## config.mk

```make
export PLATFORM = sky130hd
export DESIGN_NAME = hazard_scoreboard
export DESIGN_NICKNAME = d
export VERILOG_FILES = /design/src/rtl/hazard_scoreboard.sv
export SDC_FILE = /design/constraint.sdc
export NUM_CORES = 1
export LEC_CHECK = 0
export CORE_AREA = 2 2 75 77
export CTS_BUF_LIST = sky130_fd_sc_hd__clkbuf_16
export DETAILED_ROUTE_END_ITERATION = 8
export DIE_AREA = 0 0 77 79
export PLACE_DENSITY = 0.74
export SKIP_CTS_REPAIR_TIMING = 1
export SLEW_MARGIN = 20
export SYNTH_ARGS = -nofsm -noshare
export SYNTH_HDL_FRONTEND = slang
export SYNTH_SLANG_ARGS = --single-unit
```

## constraint.sdc

```tcl
create_clock -name clk -period 5 [get_ports clk]
set_input_delay 0.5 -clock clk [delete_from_list [all_inputs] [get_ports clk]]
set_output_delay 0.5 -clock clk [all_outputs]
set_load 0.01 [all_outputs]
```

## src/rtl/hazard_scoreboard.sv

```systemverilog
// Hazard scoreboard for a five-stage pipeline with a multi-cycle mult/div unit.
// It produces forwarding selects for the D and E stages. It raises a single
// stall/flush when a load-use, branch-operand or mult/div hazard is seen in
// decode. It also keeps a saturating stall counter and the cause of the last stall.
module hazard_scoreboard #(
  parameter int AW     = 5,
  parameter int MD_LAT = 32,
  parameter int CNT_W  = 16
) (
  input  logic             clk,
  input  logic             rst_n,
  input  logic [AW-1:0]    rs_d,
  input  logic [AW-1:0]    rt_d,
  input  logic [AW-1:0]    rs_e,
  input  logic [AW-1:0]    rt_e,
  input  logic [AW-1:0]    write_reg_e,
  input  logic [AW-1:0]    write_reg_m,
  input  logic [AW-1:0]    write_reg_wb,
  input  logic             reg_write_e,
  input  logic             reg_write_m,
  input  logic             reg_write_wb,
  input  logic             mem_read_e,
  input  logic             mem_read_m,
  input  logic             branch_d,
  input  logic             jump_reg_d,
  input  logic             muldiv_d,
  input  logic             hilo_read_d,
  input  logic             muldiv_start_e,
  input  logic             stat_clear,
  output logic             stall_f,
  output logic             stall_d,
  output logic             flush_e,
  output logic             forward_a_d,
  output logic             forward_b_d,
  output logic [1:0]       forward_a_e,
  output logic [1:0]       forward_b_e,
  output logic             muldiv_busy,
  output logic [CNT_W-1:0] stall_count,
  output logic [2:0]       last_cause
);

  localparam logic [7:0] MD_RELOAD = 8'(MD_LAT - 1);

  logic             load_stall;
  logic             branch_stall;
  logic             md_stall;
  logic             any_stall;
  logic             reg_branch_d;
  logic [7:0]       md_cnt_q, md_cnt_d;
  logic [CNT_W-1:0] stall_count_q, stall_count_d;
  logic [2:0]       last_cause_q, last_cause_d;

  // E-stage operand selects: M result wins over WB, and register 0 is never forwarded.
  always_comb begin
    forward_a_e = 2'b00;
    forward_b_e = 2'b00;
    if (rs_e != '0 && rs_e == write_reg_m && reg_write_m)
      forward_a_e = 2'b10;
    else if (rs_e != '0 && rs_e == write_reg_wb && reg_write_wb)
      forward_a_e = 2'b01;
    if (rt_e != '0 && rt_e == write_reg_m && reg_write_m)
      forward_b_e = 2'b10;
    else if (rt_e != '0 && rt_e == write_reg_wb && reg_write_wb)
      forward_b_e = 2'b01;
  end

  // D-stage forwarding of an M-stage ALU result. A load in M has no data yet.
  always_comb begin
    forward_a_d = (rs_d != '0) && (rs_d == write_reg_m) && reg_write_m && !mem_read_m;
    forward_b_d = (rt_d != '0) && (rt_d == write_reg_m) && reg_write_m && !mem_read_m;
  end

  // Hazard detection. Each cause is kept separate so it can be recorded.
  always_comb begin
    reg_branch_d = branch_d | jump_reg_d;
    load_stall   = mem_read_e && (write_reg_e != '0) &&
                   ((write_reg_e == rs_d) || (write_reg_e == rt_d));
    branch_stall = (reg_branch_d && reg_write_e && (write_reg_e != '0) &&
                    ((write_reg_e == rs_d) || (write_reg_e == rt_d))) ||
                   (reg_branch_d && mem_read_m && (write_reg_m != '0) &&
                    ((write_reg_m == rs_d) || (write_reg_m == rt_d)));
    md_stall     = (muldiv_d | hilo_read_d) && (muldiv_busy | muldiv_start_e);
    any_stall    = load_stall | branch_stall | md_stall;
    stall_f      = any_stall;
    stall_d      = any_stall;
    flush_e      = any_stall;
  end

  // Mult/div busy window. A new start always reloads the counter, even while it is still counting.
  always_comb begin
    md_cnt_d = md_cnt_q;
    if (muldiv_start_e)
      md_cnt_d = MD_RELOAD;
    else if (md_cnt_q != 8'd0)
      md_cnt_d = md_cnt_q - 8'd1;
  end

  // Statistics next state. A clear takes priority over counting and over recording a cause.
  always_comb begin
    stall_count_d = stall_count_q;
    last_cause_d  = last_cause_q;
    if (stat_clear) begin
      stall_count_d = '0;
      last_cause_d  = 3'b000;
    end else if (any_stall) begin
      if (stall_count_q != {CNT_W{1'b1}})
        stall_count_d = stall_count_q + 1'b1;
      last_cause_d = {md_stall, branch_stall, load_stall};
    end
  end

  // State registers. An asynchronous reset aborts any mult/div window in progress.
  always_ff @(posedge clk or negedge rst_n) begin
    if (!rst_n) begin
      md_cnt_q      <= 8'd0;
      stall_count_q <= '0;
      last_cause_q  <= 3'b000;
    end else begin
      md_cnt_q      <= md_cnt_d;
      stall_count_q <= stall_count_d;
      last_cause_q  <= last_cause_d;
    end
  end

  assign muldiv_busy = (md_cnt_q != 8'd0);
  assign stall_count = stall_count_q;
  assign last_cause  = last_cause_q;

endmodule

```

# Word-level counts from Yosys, hierarchy flattened
# Index checks and enable logic that the tools add are counted.
[word_totals]
reg_bits = 27
latchBits = 0
ramBits = 0
rom_bits = 0
output_inout_bits = 29
wordCells = 70
mem_count = 0
[op_classes]
addsub = 2
n_mul = 0
div = 0
order_cmp = 0
n_eq_ne = 11
shifts = 0
muxes = 11
bitwise_logic = 5
reduce_logical = 38
[ops]
columns = ["cell", "count"]
rows = [
  ["$eq 5x5->1", 10],
  ["$mux 16", 3],
  ["$reduce_bool 5->1", 6],
  ["$logic_and 1x1->1", 23],
  ["$add 16x1->16 const B", 1],
  ["$mux 8", 2],
  ["$ne 16x16->1 const B", 1],
  ["$reduce_bool 8->1", 1],
  ["$sub 8x1->8 const B", 1],
  ["$mux 3", 2],
  ["$reduce_bool 2->1", 3],
  ["$or 1x1->1", 5],
  ["$mux 2", 2],
  ["$logic_or 1x1->1", 3],
  ["$mux 1", 2],
  ["$reduce_and 2->1", 1],
  ["$logic_not 1->1", 1],
]

# Longest topological paths before layout
# Gate-level depths: netlist (run 1).
[depth]
word_depth = 9
ltp_mapped = 10
mapped_depth_nobuf = 9

# Least setup slack after synthesis (run 1)
# No wires, ideal clock.
[synth_path]
kind = "register -> output"
start = "register md_cnt_q[0]"
end = "output port stall_d"
t_arrival_ns = 1.996
required_ns = 4.500
setup_slack_ns = 2.504
stages_incl_launch_ff = 9
path_buffers = 2
cell_sequence = "dfrtp_1 > inv_1 > ha_1 > or4b_4 > o32ai_4 > o211a_1 > inv_2 > buf_2 > buf_4"
[synth_via]
elab_chain_len = 4
[synth_lines]
columns = ["item", "line", "source"]
rows = [
  ["start: declaration", "49", "logic [7:0] md_cnt_q, md_cnt_d;"],
  ["start signal: assignment", "119", "md_cnt_q <= md_cnt_d;"],
  ["$reduce_bool 8->1", "125", "assign muldiv_busy = (md_cnt_q != 8'd0);"],
  ["$or 1x1->1", "82", "md_stall = (muldiv_d | hilo_read_d) && (muldiv_busy | muldiv_start_e);"],
  ["$logic_and 1x1->1", "82", ""],
  ["$or 1x1->1", "83", "any_stall = load_stall | branch_stall | md_stall;"],
  ["end: declaration", "31", "output logic stall_d,"],
]
# Every way passes these cells.

# Worst setup path after layout (run 1)
[layout_path]
start = "input port write_reg_e[3]"
end = "output port flush_e"
[layout_via]
elab_chain_len = 6
[layout_lines]
columns = ["item", "line", "source"]
rows = [
  ["start: declaration", "16", "input logic [AW-1:0] write_reg_e,"],
  ["$eq 5x5->1 / $reduce_bool 5->1 (equally long branches)", "-", ""],
  ["$logic_or 1x1->1 / $logic_and 1x1->1 (equally long branches)", "77, 79, 78", ""],
  ["$logic_and 1x1->1", "78", "branch_stall = (reg_branch_d && reg_write_e && (write_reg_e != '0) &&"],
  ["$logic_or 1x1->1", "79", "((write_reg_e == rs_d) || (write_reg_e == rt_d))) ||"],
  ["$or 1x1->1 (*) (2 in series)", "83", ""],
  ["end: declaration", "32", "output logic flush_e,"],
]
# Mark *: on every way between the ends. The rest lies on a longest branch, timed or not.

==> results.txt, run 1 <==
The flow ran to the end, and the final reports show no timing, DRC or antenna violations. The logs give 295.4 MHz for the highest clock frequency the design can meet and 292 for the number of nets in the synthesized netlist. Counting tap cells, the placed design contains a total of 378 instances. The worst pin sits at a relative slew slack of 47.28%. The power density relative to cell area is 184.3 nW/um^2. Summing the sequential cell areas from Yosys gives 31.82% of the chip area.

Number of pins exceeding their max-slew limit in the final report: 0. For this run the aggregate overflow at the end of global routing stands at 0. Synthesis instantiated 48 different standard cells from the library. The clock period could shrink to 3.385 ns. The post-route netlist has 5.161% of its cells at a drive strength greater than 1. At the pin with the least slew margin, the transition time is 0.7883 ns. The die covers 6083 um^2.

Clock-pin slew was measured on the worst setup and hold paths at 0.07 ns. Summed over all cells, the static leakage comes to 1.113 nW. The number of sinks handled by clock tree synthesis came out at 27. STA classifies the critical path startpoint as an input port.

The maximum VDD drop is 0.1196 mV. Data arrives at the worst endpoint at 2.88 ns. The later pin in the worst-skew pair is clocked with a latency of 0.26 ns.

Leaving out filler cells and counting taps, the final layout contains 382. The post-route fraction of the period consumed by the critical path is 67.69%, and the portion of synthesized cell area occupied by the leading cell type is 31.82%. The via density per instance is 5.283, and the fill cell total of the finished layout is 517. The via count was 2018.

The area growth from synthesis to layout was 41.78%. The maximum number of pins on one net before global-route repair came out at 28. For this run, the number of Yosys warnings is 0. The top cell type by total area after synthesis was sky130_fd_sc_hd__dfrtp_1.

The die width works out to 77 um. In this run the deepest clock path goes through 2 buffers. The number of violations of the max-capacitance limit came out at 0. The tree is rooted in a sky130_fd_sc_hd__clkbuf_16.

The tools report the number of antenna repair diodes as 0. Counting flops with an async set or reset pin after synthesis yields a share of 100.0%. The most used standard cell by instance count after synthesis was sky130_fd_sc_hd__xnor2_1.

The logs give 8928 um for the global-route wire length before repair and 1.615 ns for the final setup slack of the worst path. After the last flow step, the layout net total stands at 362. At the end of the flow the core is filled with cells to 56.40%.

The core region is 5338 um^2. Type of element capturing the critical path: an output pin. The remaining design rule violation count came out at 0.

In this run, CTS created clock tree buffers numbering 3. The logs give 241 for the cell count after synthesis and 0 for the number of endpoints with negative hold slack in the final report. Once detail routing completed, the nets flagged for antenna violations numbered 0.

In this run the cell area of the synthesized design comes to 2123 um^2. After the first detailed-routing iteration, the DRC count stood at 127. The wire length per cell after detailed routing works out to 13.90 um.

For the final database, setup skew stands at 0.005096 ns. Walking the worst path, the cells encountered are clkdlybuf4s50_1 -> xnor2_1 -> nand3_1 -> o32ai_2 -> nand2_1 -> o211a_1 -> inv_2 -> clkdlybuf4s50_1. Register bit count reported by yosys: 27. Among all stages on the critical path, the largest delay is contributed by sky130_fd_sc_hd__clkdlybuf4s50_1.

TritonCTS built the clock tree. The run gives 27 as the total number of placement rows. The congestion estimate from routability-driven global placement came to 0.8570.

The routed design has 5308 um of wire. For the final routed database, the setup TNS stands at 0 ns. In the synthesized netlist the dominant register cell turns out to be sky130_fd_sc_hd__dfrtp_1.

The placement-stage worst setup slack is 1.612 ns. The overall die height is 79 um, and the overall fraction of global-route tracks in use is 17.89%. The category of the critical setup timing path is input port to output pin. The run gives 77 as the number of top-level design ports. The cell seen most often among critical-path stages was sky130_fd_sc_hd__clkdlybuf4s50_1. Summing all multi-input logic gate instances after layout gives 1371 um^2. The largest fanout on the critical path is 14, and the via count of the first global-routing pass is 1937. The HPWL after detailed placement was 4273 um; the area of all sequential standard cells was 675.6 um^2. Sorting the synthesized cells by area gives the leading types as sky130_fd_sc_hd__dfrtp_1 32%, sky130_fd_sc_hd__xnor2_1 16%, sky130_fd_sc_hd__nor2_1 4.8%. Setup repair after global routing left no endpoint under its margin.

At the worst endpoint, the required time is 4.50 ns. The tools report the number of H-tree levels as 1. The effective utilization at floorplan is 39.78%, and the final-report setup violation count is 0. Before antenna repair, the detailed router went through 4 iterations. The class of the tightest hold or removal check is register to register. Counting instances in the post-synthesis netlist gives the leading cell types as 40 x sky130_fd_sc_hd__xnor2_1, 27 x sky130_fd_sc_hd__dfrtp_1, 27 x sky130_fd_sc_hd__nor2_1. On the worst path, the slowest cell contributes a delay of 0.59 ns. Buffers placed on the I/O ports in this run total 76. The count of flip-flops with a built-in enable after synthesis was 0.

For the number of antenna violations at the first check in global routing, the log shows 0. Averaged over all synthesized cells, the footprint is 8.810 um^2.
layout make-up:
type | count | area share [%]
Clock buffer | 3 | 2.494
Multi-Input combinational cell | 196 | 45.55
Timing Repair Buffer | 77 | 25.52
Sequential cell | 27 | 22.44
Clock inverter | 1 | 0.2494
Tap cell | 72 | 2.993
Inverter | 6 | 0.7481
layout by cell type, fill, tap and decap left out, types with 5 or more instances in the layout:
master                             n
sky130_fd_sc_hd__and3_1            5
sky130_fd_sc_hd__nand3_1          11
sky130_fd_sc_hd__nor3_1           10
sky130_fd_sc_hd__a21oi_1           7
sky130_fd_sc_hd__nand2_1          13
sky130_fd_sc_hd__o21ai_0           5
sky130_fd_sc_hd__nand4_1           6
sky130_fd_sc_hd__nor2b_1           5
sky130_fd_sc_hd__nand2b_1          6
sky130_fd_sc_hd__xor2_1           11
sky130_fd_sc_hd__dfrtp_1          27
sky130_fd_sc_hd__xnor2_1          40
sky130_fd_sc_hd__nor2_1           27
sky130_fd_sc_hd__clkdlybuf4s50_1  76
sky130_fd_sc_hd__nor4_1            5
stage by stage:
stage	hold slack (ns)	total power, mW	instance area [um^2]
global placement	0.5372	0.3741	2928
CTS	0.5571	0.5603	3010
finish	0.5569	0.5547	3010
floorplan	0.2044	0.3033	2123
global route	0.5830	0.5820	3010
detailed placement	0.5291	0.3761	2928
cell families after synthesis:
kind of cell               share of synthesized area [%]
AOI/OAI and AO/OA                                  12.61
xor gates and xnor gates                           21.04
adders and majority gates                          1.768
buffers and inverters                              3.594
DFF                                                31.82
muxes                                              2.239
and+or+nand+nor                                    26.93
final timing paths:
path	startpoint	to	slack, ns	depth (start not counted)
min in group asynchronous	rst_n	stall_count[15]$_DFFE_PN0P_	0.61	2
max	write_reg_e[3]	flush_e	1.62	8
min reg2reg	stall_count[13]$_DFFE_PN0P_	stall_count[13]$_DFFE_PN0P_	0.56	2
max reg2reg	md_cnt_q[0]$_DFFE_PN0P_	stall_count[8]$_DFFE_PN0P_	2.39	9
max in group asynchronous	rst_n	md_cnt_q[2]$_DFFE_PN0P_	4.14	2
min	stall_count[13]$_DFFE_PN0P_	stall_count[13]$_DFFE_PN0P_	0.56	2
sequential cells by signal, indices dropped and copies added (netlist names):
name / flops
last_cause: 3
stall_count: 16
md_cnt_q: 8
power by group:
part	internal (mW)	switching (mW)	total (mW)	leakage [nW]
registers	0.224	0.00641	0.230	0.351
logic	0.0782	0.0621	0.140	0.725
clock network	0.109	0.0752	0.184	0.0371
total	0.411	0.144	0.555	1.11
critical path, delay by kind of cell:
kind                   cells  cell delay (ns)
AO/OA/AOI/OAI              2             0.70
XOR/XNOR                   1             0.14
buffers and inverters      3             1.33
AND/OR/NAND/NOR            2             0.22
metal layers:
layer	track usage (%)	share of wire, %	wire, um	vias to the layer above
li1	-	-	-	980
met1	22.06	43	2265	983
met2	32.37	51	2713	47
met3	3.409	4.9	262	8
met4	4.286	1.2	66	0
met5	0	0	0	-
No activity file was read; power rests on OpenSTA's default activity.
==> run 2: changes to the inputs <==
- clock period: 5 -> 3.4 ns (I/O delays scaled with it)
==> results.txt, run 2 (same netlist as run 1, synthesis figures left out) <==
At the placement stage, the worst setup path has a slack of 0.3308 ns. Most frequent standard cell in the layout excluding fill and tap cells: sky130_fd_sc_hd__clkdlybuf4s50_1. Combinational logic is responsible for 25.3% of the overall power. During I/O placement, the number of pins put on the boundary was 77.

After the first detailed-routing iteration, the DRC count stood at 114. The run gives 0.4474 ns as the worst hold-check slack. The tool flagged a number of max-cap violations equal to 0. The worst setup path is launched from a register. For flop-to-flop paths, the worst setup slack is 0.80 ns.

Traced cell by cell, the critical path runs through inv_1 -> ha_1 -> or4b_4 -> o32ai_4 -> o211a_1 -> inv_2 -> clkdlybuf4s50_1. The HPWL after detailed placement is 4315 um. Post-detailed-route count of antenna-violating nets: 0.

0 antenna diodes ended up in the layout. The final routed wirelength across all metal layers came out at 5229 um. The path class of the tightest hold or removal check is input port to asynchronous set/reset pin.

The transition time of the tightest slew-check pin is 0.8440 ns, and the effective utilization at floorplan is 39.78%. The run gives 6083 um^2 as the die outline area. The run finished with clean final reports.

TritonCTS created 3 clock buffers. The worst setup path is captured at an output pin. Post-route fraction of the period consumed by the critical path: 90.25%.

Setup slack on the critical path of the routed design comes to 0.3316 ns. The number of endpoints with negative hold slack in the final report is 0, and the CTS clock-pin slew for the worst setup and hold paths is 0.07 ns. Internal portion of total power: 0.6044 mW. The number of antenna violations at the first check in global routing was 0; the worst-skew pair later-pin latency was 0.27 ns. The critical path is of the register to output pin type.

The placement-stage cell area is 2928 um^2. Clock tree synthesis selected as its root buffer the cell sky130_fd_sc_hd__clkbuf_16. The wire length per cell after detailed routing came out at 13.69 um. The filler cells instantiated in the layout total 517.

The logs give 43.56% for the worst slew margin relative to its limit and 3010 um^2 for the summed area of non-filler cells in the final layout. Using the TritonRoute via totals, the vias-per-cell ratio works out to 5.188. The first detailed-routing pass ran for 4 iterations. The flip-flop count of the largest register after layout came out at 16. The number of sinks handled by clock tree synthesis is 27, and the count of input and output buffers is 76. Startpoint of the most critical register-to-register path: md_cnt_q[0]$_DFFE_PN0P_. For the number of H-tree levels, the log shows 1. The end of the worst register-to-register path is stall_count[8]$_DFFE_PN0P_. Setup violations remaining at the end of the flow were counted as 0. Static leakage: 1.113 nW.

Longest individual stage delay on the worst path: 0.51 ns. The run gives 2 as the largest buffer count on any clock path. Critical path data arrival time: 2.73 ns. TritonCTS built the clock tree. The first global-routing pass estimated 9101 um of wire. At the end of the flow, the number of nets in the layout was 362. The floorplan step set the die height to 79 um. Timing would allow up to 325.9 MHz. For the total number of placement rows, the log shows 27. Along the worst path, the maximum fanout reaches 14. Counting cells, the worst reg-to-reg path comes to 9. Portion of total power attributed to sequential cells: 41.4%. For the overall fraction of global-route tracks in use, the log shows 18.08%. Net switching is 26.15% of the power. The final setup skew is 0.005474 ns. Counting both buffers and inverters, the worst setup path holds a total of 3. The logs give 33.3% for the portion of total power attributed to the clock network and 0 ns for the setup TNS. Relative to the synthesized area, the layout overhead comes to 41.78%. The total area inside the core boundary comes to 5338 um^2. Among cell families on the critical path, the largest total delay comes from buffers and inverters.

Routability-driven placement finished with a final weighted congestion of 0.8570. The logs give 382 for the final cell count without fillers and 0.2140 mW for the net switching component of the power. The logs give 0.2046 mV for the maximum VDD drop and 1965 for the via count of the first global-routing pass. Summing all flip-flop and latch instances after layout gives 675.6 um^2. Dividing total power by cell area gives a power density of 271.9 nW/um^2. Measured on the finished design, the core utilization comes to 56.40%. The library cells used most frequently in the layout, excluding fill and tap cells, are 76 x sky130_fd_sc_hd__clkdlybuf4s50_1, 40 x sky130_fd_sc_hd__xnor2_1, 27 x sky130_fd_sc_hd__nor2_1, 27 x sky130_fd_sc_hd__dfrtp_1, 13 x sky130_fd_sc_hd__nand2_1. At the worst endpoint, the required time is 3.06 ns. Including well taps, the total number of placed cells is 378. The detailed router placed 1982 vias in this run. The total grt overflow is 0, and the final critical-path required period is 3.068 ns. The tools report the number of pins exceeding their max-slew limit in the final report as 0.

In the routed design, unresolved DRC markers number 0. Worst-path cell with the longest stage delay: sky130_fd_sc_hd__clkdlybuf4s50_1. In the final layout, the multi-input gates occupy 1371 um^2. The run gives 28 as the maximum number of pins on one net before global-route repair.

Setup repair after global routing left no endpoint under its margin. The design draws 0.8185 mW. The share of final-layout standard cells stronger than drive strength 1 is 5.161%.

The die is 77 um wide.
==> run 2: cell counts in the layout (fill, tap and decap cells not counted) <==
No cell type changed its count.
==> run 2: cell type report <==
cell class / instances / share of cell area, %
multi-input combinational: 196 / 45.55
timing repair buffer: 77 / 25.52
sequential: 27 / 22.44
tap: 72 / 2.993
clock buffer: 3 / 2.494
inverter: 6 / 0.7481
clock inverter: 1 / 0.2494
==> run 2: power groups by stage <==
| stage | Clock (mW) | Sequential, mW | Combinational, mW |
|---|---|---|---|
| floorplan | 0 | 0.346 | 0.100 |
| global placement | 0 | 0.345 | 0.205 |
| detailed placement | 0 | 0.345 | 0.208 |
| CTS | 0.278 | 0.339 | 0.209 |
| global route | 0.294 | 0.340 | 0.228 |
| finish | 0.273 | 0.339 | 0.207 |
==> run 2: worst max path at each step <==
stage / startpoint / endpoint / slack [ns] / cells after the start
6_report: md_cnt_q[0]$_DFFE_PN0P_ / flush_e / 0.33 / 7
3_3_place_gp: rs_d[0] / flush_e / 0.37 / 8
3_5_place_dp: write_reg_e[0] / flush_e / 0.33 / 8
4_1_cts: md_cnt_q[0]$_DFFE_PN0P_ / flush_e / 0.32 / 7
2_1_floorplan: md_cnt_q[0]$_DFFE_PN0P_ / stall_count[8]$_DFFE_PN0P_ / 1.03 / 9
5_1_grt: write_reg_e[4] / flush_e / 0.17 / 8
==> run 2: per-layer routing <==
| metal | track usage (%) | vias to the layer above | wire length, um |
|---|---|---|---|
| li1 | - | 983 | - |
| met1 | 22.93 | 949 | 2302 |
| met2 | 31.75 | 45 | 2633 |
| met3 | 3.409 | 5 | 244 |
| met4 | 4.643 | 0 | 48 |
| met5 | 0 | - | 0 |
